===== config.mk =====
export PLATFORM = sky130hd
export DESIGN_NAME = instruction_encoder
export DESIGN_NICKNAME = d
export VERILOG_FILES = /design/src/rtl/instruction_encoder.sv
export SDC_FILE = /design/constraint.sdc
export NUM_CORES = 1
export LEC_CHECK = 0
export ABC_AREA = 1
export CORE_UTILIZATION = 25
export CTS_BUF_LIST = sky130_fd_sc_hd__clkbuf_4
export DETAILED_ROUTE_END_ITERATION = 10
export DONT_BUFFER_PORTS = 1
export GPL_TIMING_DRIVEN = 0
export MAX_ROUTING_LAYER = met4
export PLACE_DENSITY = 0.43
export SETUP_SLACK_MARGIN = 0.5
export SYNTH_ARGS = -nofsm -noshare
export SYNTH_HDL_FRONTEND = slang
export SYNTH_SLANG_ARGS = --single-unit

===== constraint.sdc =====
create_clock -name clk_in -period 2.65 [get_ports clk_in]
set_input_delay 0.3975 -clock clk_in [delete_from_list [all_inputs] [get_ports clk_in]]
set_output_delay 0.3975 -clock clk_in [all_outputs]
set_load 0.05 [all_outputs]

===== src/rtl/instruction_encoder.sv =====
// instruction_encoder: packs decoded RV32I fields into instruction words streamed to imem (optional ENCODER_RANGE_CHECK_EN)
module instruction_encoder #(
  parameter int ADDR_W = 8
) (
  input  logic              clk_in,
  input  logic              rst_n_in,
  input  logic              clear_in,
  input  logic              valid_in,
  output logic              ready_out,
  input  logic [2:0]        format_in,
  input  logic [6:0]        opcode_in,
  input  logic [4:0]        rd_in,
  input  logic [4:0]        rs1_in,
  input  logic [4:0]        rs2_in,
  input  logic [2:0]        funct3_in,
  input  logic [6:0]        funct7_in,
  input  logic [31:0]       immediate_in,
  output logic              valid_out,
  input  logic              ready_in,
  output logic [31:0]       instruction_out,
  output logic [ADDR_W-1:0] address_out,
  output logic              error_out,
  output logic              full_out
);
  logic              valid_q, valid_d;
  logic [31:0]       instr_q, instr_d;
  logic [ADDR_W-1:0] addr_q, addr_d;
  logic [ADDR_W:0]   cnt_q, cnt_d;
  logic              error_q, error_d;
  logic              full_q, full_d;
  logic [31:0]       word;
  logic [31:0]       imm;
  logic              legal;
  logic              accept;
  assign imm = immediate_in;
  // cnt_q[ADDR_W] marks that the last address has been issued, so nothing can wrap to 0 before full_out rises
  assign ready_out = !full_q && !cnt_q[ADDR_W] && !clear_in && (!valid_q || ready_in);
  assign accept = valid_in && ready_out;
  // scatter fields into the format layout; illegal formats fall back to R
  always_comb begin
    word = {funct7_in, rs2_in, rs1_in, funct3_in, rd_in, opcode_in};
    case (format_in)
      3'd1:    word = {imm[11:0], rs1_in, funct3_in, rd_in, opcode_in};
      3'd2:    word = {imm[11:5], rs2_in, rs1_in, funct3_in, imm[4:0], opcode_in};
      3'd3:    word = {imm[12], imm[10:5], rs2_in, rs1_in, funct3_in, imm[4:1], imm[11], opcode_in};
      3'd4:    word = {imm[31:12], rd_in, opcode_in};
      3'd5:    word = {imm[20], imm[10:1], imm[11], imm[19:12], rd_in, opcode_in};
      default: word = {funct7_in, rs2_in, rs1_in, funct3_in, rd_in, opcode_in};
    endcase
  end
`ifdef ENCODER_RANGE_CHECK_EN
  logic s11, s12, s20;
  assign s11 = &imm[31:11] || ~|imm[31:11];
  assign s12 = &imm[31:12] || ~|imm[31:12];
  assign s20 = &imm[31:20] || ~|imm[31:20];
  // immediate must fit its field exactly; formats 6/7 never legal
  assign legal = (format_in == 3'd1 || format_in == 3'd2) ? s11 :
                 (format_in == 3'd3) ? (s12 && !imm[0]) :
                 (format_in == 3'd4) ? (imm[11:0] == 12'd0) :
                 (format_in == 3'd5) ? (s20 && !imm[0]) :
                 (format_in == 3'd0);
`else
  assign legal = 1'b1;
`endif
  // next state: clear wins, otherwise drain on output handshake and reload on legal accept
  always_comb begin
    valid_d = valid_q;
    instr_d = instr_q;
    addr_d  = addr_q;
    cnt_d   = cnt_q;
    error_d = error_q;
    full_d  = full_q;
    if (clear_in) begin
      valid_d = 1'b0;
      addr_d  = '0;
      cnt_d   = '0;
      error_d = 1'b0;
      full_d  = 1'b0;
    end else begin
      if (valid_q && ready_in) begin
        valid_d = 1'b0;
        full_d  = full_q || (&addr_q);
      end
      if (accept && legal) begin
        valid_d = 1'b1;
        instr_d = word;
        addr_d  = cnt_q[ADDR_W-1:0];
        cnt_d   = cnt_q + 1'b1;
      end
      error_d = error_q || (accept && !legal);
    end
  end
  // output register and address counter, discarded immediately on reset
  always_ff @(posedge clk_in or negedge rst_n_in) begin
    if (!rst_n_in) begin
      valid_q <= 1'b0;
      instr_q <= '0;
      addr_q  <= '0;
      cnt_q   <= '0;
      error_q <= 1'b0;
      full_q  <= 1'b0;
    end else begin
      valid_q <= valid_d;
      instr_q <= instr_d;
      addr_q  <= addr_d;
      cnt_q   <= cnt_d;
      error_q <= error_d;
      full_q  <= full_d;
    end
  end
  assign valid_out       = valid_q;
  assign instruction_out = instr_q;
  assign address_out     = addr_q;
  assign error_out       = error_q;
  assign full_out        = full_q;
endmodule


==> metrics <==
switching fraction of total power 0.4342; Worst-path clk slew about 150 ps; fin util 0.2831; CP Max Fanout 2; Syn Nets 424; RD Place Congestion 0.7872; leak pwr 1.435 nW; Setup crit start full_out; Post-DP Area 0.002821 mm²; cells after synthesis ~350; CP Capture Point ready_out; CTS Buf Count 5; clk_skew 14.77 ps; clk root buf clkbuf_4; delay-heaviest family, CP flip-flops; R2R setup slack 720 ps; H-tree levels 2; Min Hold Slack 73.31 ps; final setup margin around 710 ps; commonest non-fill, non-tap cell in the layout nand2_1; fin crit period 1940 ps; Ys Warns 0; Layout area overhead 10.24%; clock sinks 51; # setup viols final 0; Post-Syn Area per Cell 7.554 µm²; Max IR drop VDD around 0.00025 V; Yosys reg bits 51; MaxCap Viol Count 0; Post-CTS Setup Inserts 0; status finished, final reports clean; chip height 105.0 µm; Remaining DRCs 0; critical path type flop to output pin; vias in the first global route 2280; clock share of power 0.200; Vias approximately 2300; Skew-Pair Late Insertion Delay roughly 370 ps; Core Area between 0.01 and 0.015 mm²; switching pwr 0.8193 mW; RSZ-0062 raised after global routing false; pre-CTS setup slack 378.8 ps; Largest stage delay, worst path 540 ps; Sum Neg Setup Slack 0 ps; crit path launch type flop; Pre-antenna DRT Iters 4; Layout Nets roughly 430; fin cells around 500; critical path depth in cells 3; hold path depth 1; Initial DRC Count 109; post-synthesis sequential area ratio 0.4814; Int Power 1.068 mW; DR WL/cell between 10 and 15 µm; largest net degree at the start of global routing 52; worst hold path type input port to flop; crit end category output pin; # rows 37; Initial Utilization 0.2568; GRT Util Overall 0.1414; first-pass GRT wire length around 12000 µm; critical-path cell list inv_1 > nand3_1 > nor2_4; die area roughly 0.011 mm²; CP bufs+invs 1; worst slew pin tran about 600 ps; CTS tree yes; WP data required 2250 ps; pwr dens between 600 and 700 mW/mm²; Cells after DPL 487; slowest cell on the critical path dfrtp_2; crit path DAT between 1500 and 2000 ps; Synth cell types 25; fmax 515.4 MHz; initial antenna violation count 0; Post-Syn Area 0.002651 mm²; RR Startpoint full_out; hpwl dp 5568 µm; Die Wd 105.0 µm; share of cells above drive strength 1 0.1330; Final Slew Violations 0; FF-to-FF path depth 7; Buffers on Ports 0; Ports approximately 120; Reg power frac 0.670; most frequent cells in the layout nand2_1, dfrtp_1, inv_1, nor2_1, nand3_1; Slew HR 0.5966; grt total ovfl 0; final instance area 0.002923 mm²; Tcrit/Tclk final 0.7321; Antenna Cells 0; final hold viol count 0; Vias/cell 4.559; reg2reg end address_out[2]; final antenna-violating net count 0; WL final between 7000 and 8000 µm; Comb pwr share 0.130; Total Power 1.887 mW; CTS Buffer Depth 2
worst min-delay path by stage:
stage	startpoint	to	slack, ps
floorplan	rst_n_in	address_out[0]	100
global placement	rst_n_in	address_out[6]	100
detailed placement	rst_n_in	address_out[7]	100
CTS	clear_in	full_out	50
global route	clear_in	full_out	30
finish	clear_in	full_out	70
registers in the layout, indices dropped and copies added, names as in the netlist:
register / flops
valid_out: 1
full_out: 1
cnt_q: 9
address_out: 8
instruction_out: 32
worst register-to-register path: stages, from the launching register on:
cell and delay [ps]:
dfrtp_2 540, inv_1 130, nand3_1 160, nor2_4 360, nand2_2 210, nand2_1 160
buf_4 200, o22ai_1 90
Yosys cell counts (all sizes together):
cell type | number | share of area
a21oi | 5 | 0.0094
buf | 13 | 0.031
conb | 1 | 0.0014
dfrtp | 51 | 0.48
ha | 1 | 0.0047
inv | 31 | 0.044
nand2 | 148 | 0.21
nand3 | 18 | 0.034
nand3b | 1 | 0.0028
nand4 | 10 | 0.024
nor2 | 27 | 0.046
nor3 | 3 | 0.0076
o211ai | 11 | 0.031
o21ai | 9 | 0.017
o22ai | 9 | 0.021
or2 | 12 | 0.028
xnor2 | 1 | 0.0033
what timing repair did:
item / 4_1_cts / 5_1_grt
hold endpoints to repair: 51 / 0
endpoints found under the setup margin: 45 / 3
resized for setup: 1 / 1
pin swaps: 0 / 1
hold buffers: 2 / 0
area by class of cell:
type	instances	area [µm²]
Multi-Input combinational cell	256	1181
Sequential cell	51	1277
Timing Repair Buffer	2	37.54
Tap cell	136	170.2
Inverter	31	116.4
Clock buffer	6	45.04
Buffer	13	82.58
Fill cell	1137	7401
Clock inverter	2	12.51
layer usage:
layer  global-route usage  routed length, µm
met1               0.1741               3357
met2               0.2285               3497
met3              0.04429                501
met4              0.02817                 55
met5                    -                  0
kinds of logic after synthesis:
family / Yosys count / synth area share
AND/OR/NAND/NOR: 219 / 0.3554
flip-flops: 51 / 0.4814
buffers and inverters: 44 / 0.07503
AO/OA/AOI/OAI: 34 / 0.07881
XOR/XNOR: 1 / 0.003304
adder cells (fa/ha/maj): 1 / 0.004718
other: 1 / 0.001414
power groups by stage:
stage,Sequential [mW],Combinational (mW),Clock (mW)
floorplan,1.26,0.181,0
global placement,1.28,0.223,0
detailed placement,1.28,0.228,0
CTS,1.27,0.253,0.414
global route,1.28,0.290,0.432
finish,1.27,0.245,0.377
Power figures use the tool's default switching activity.
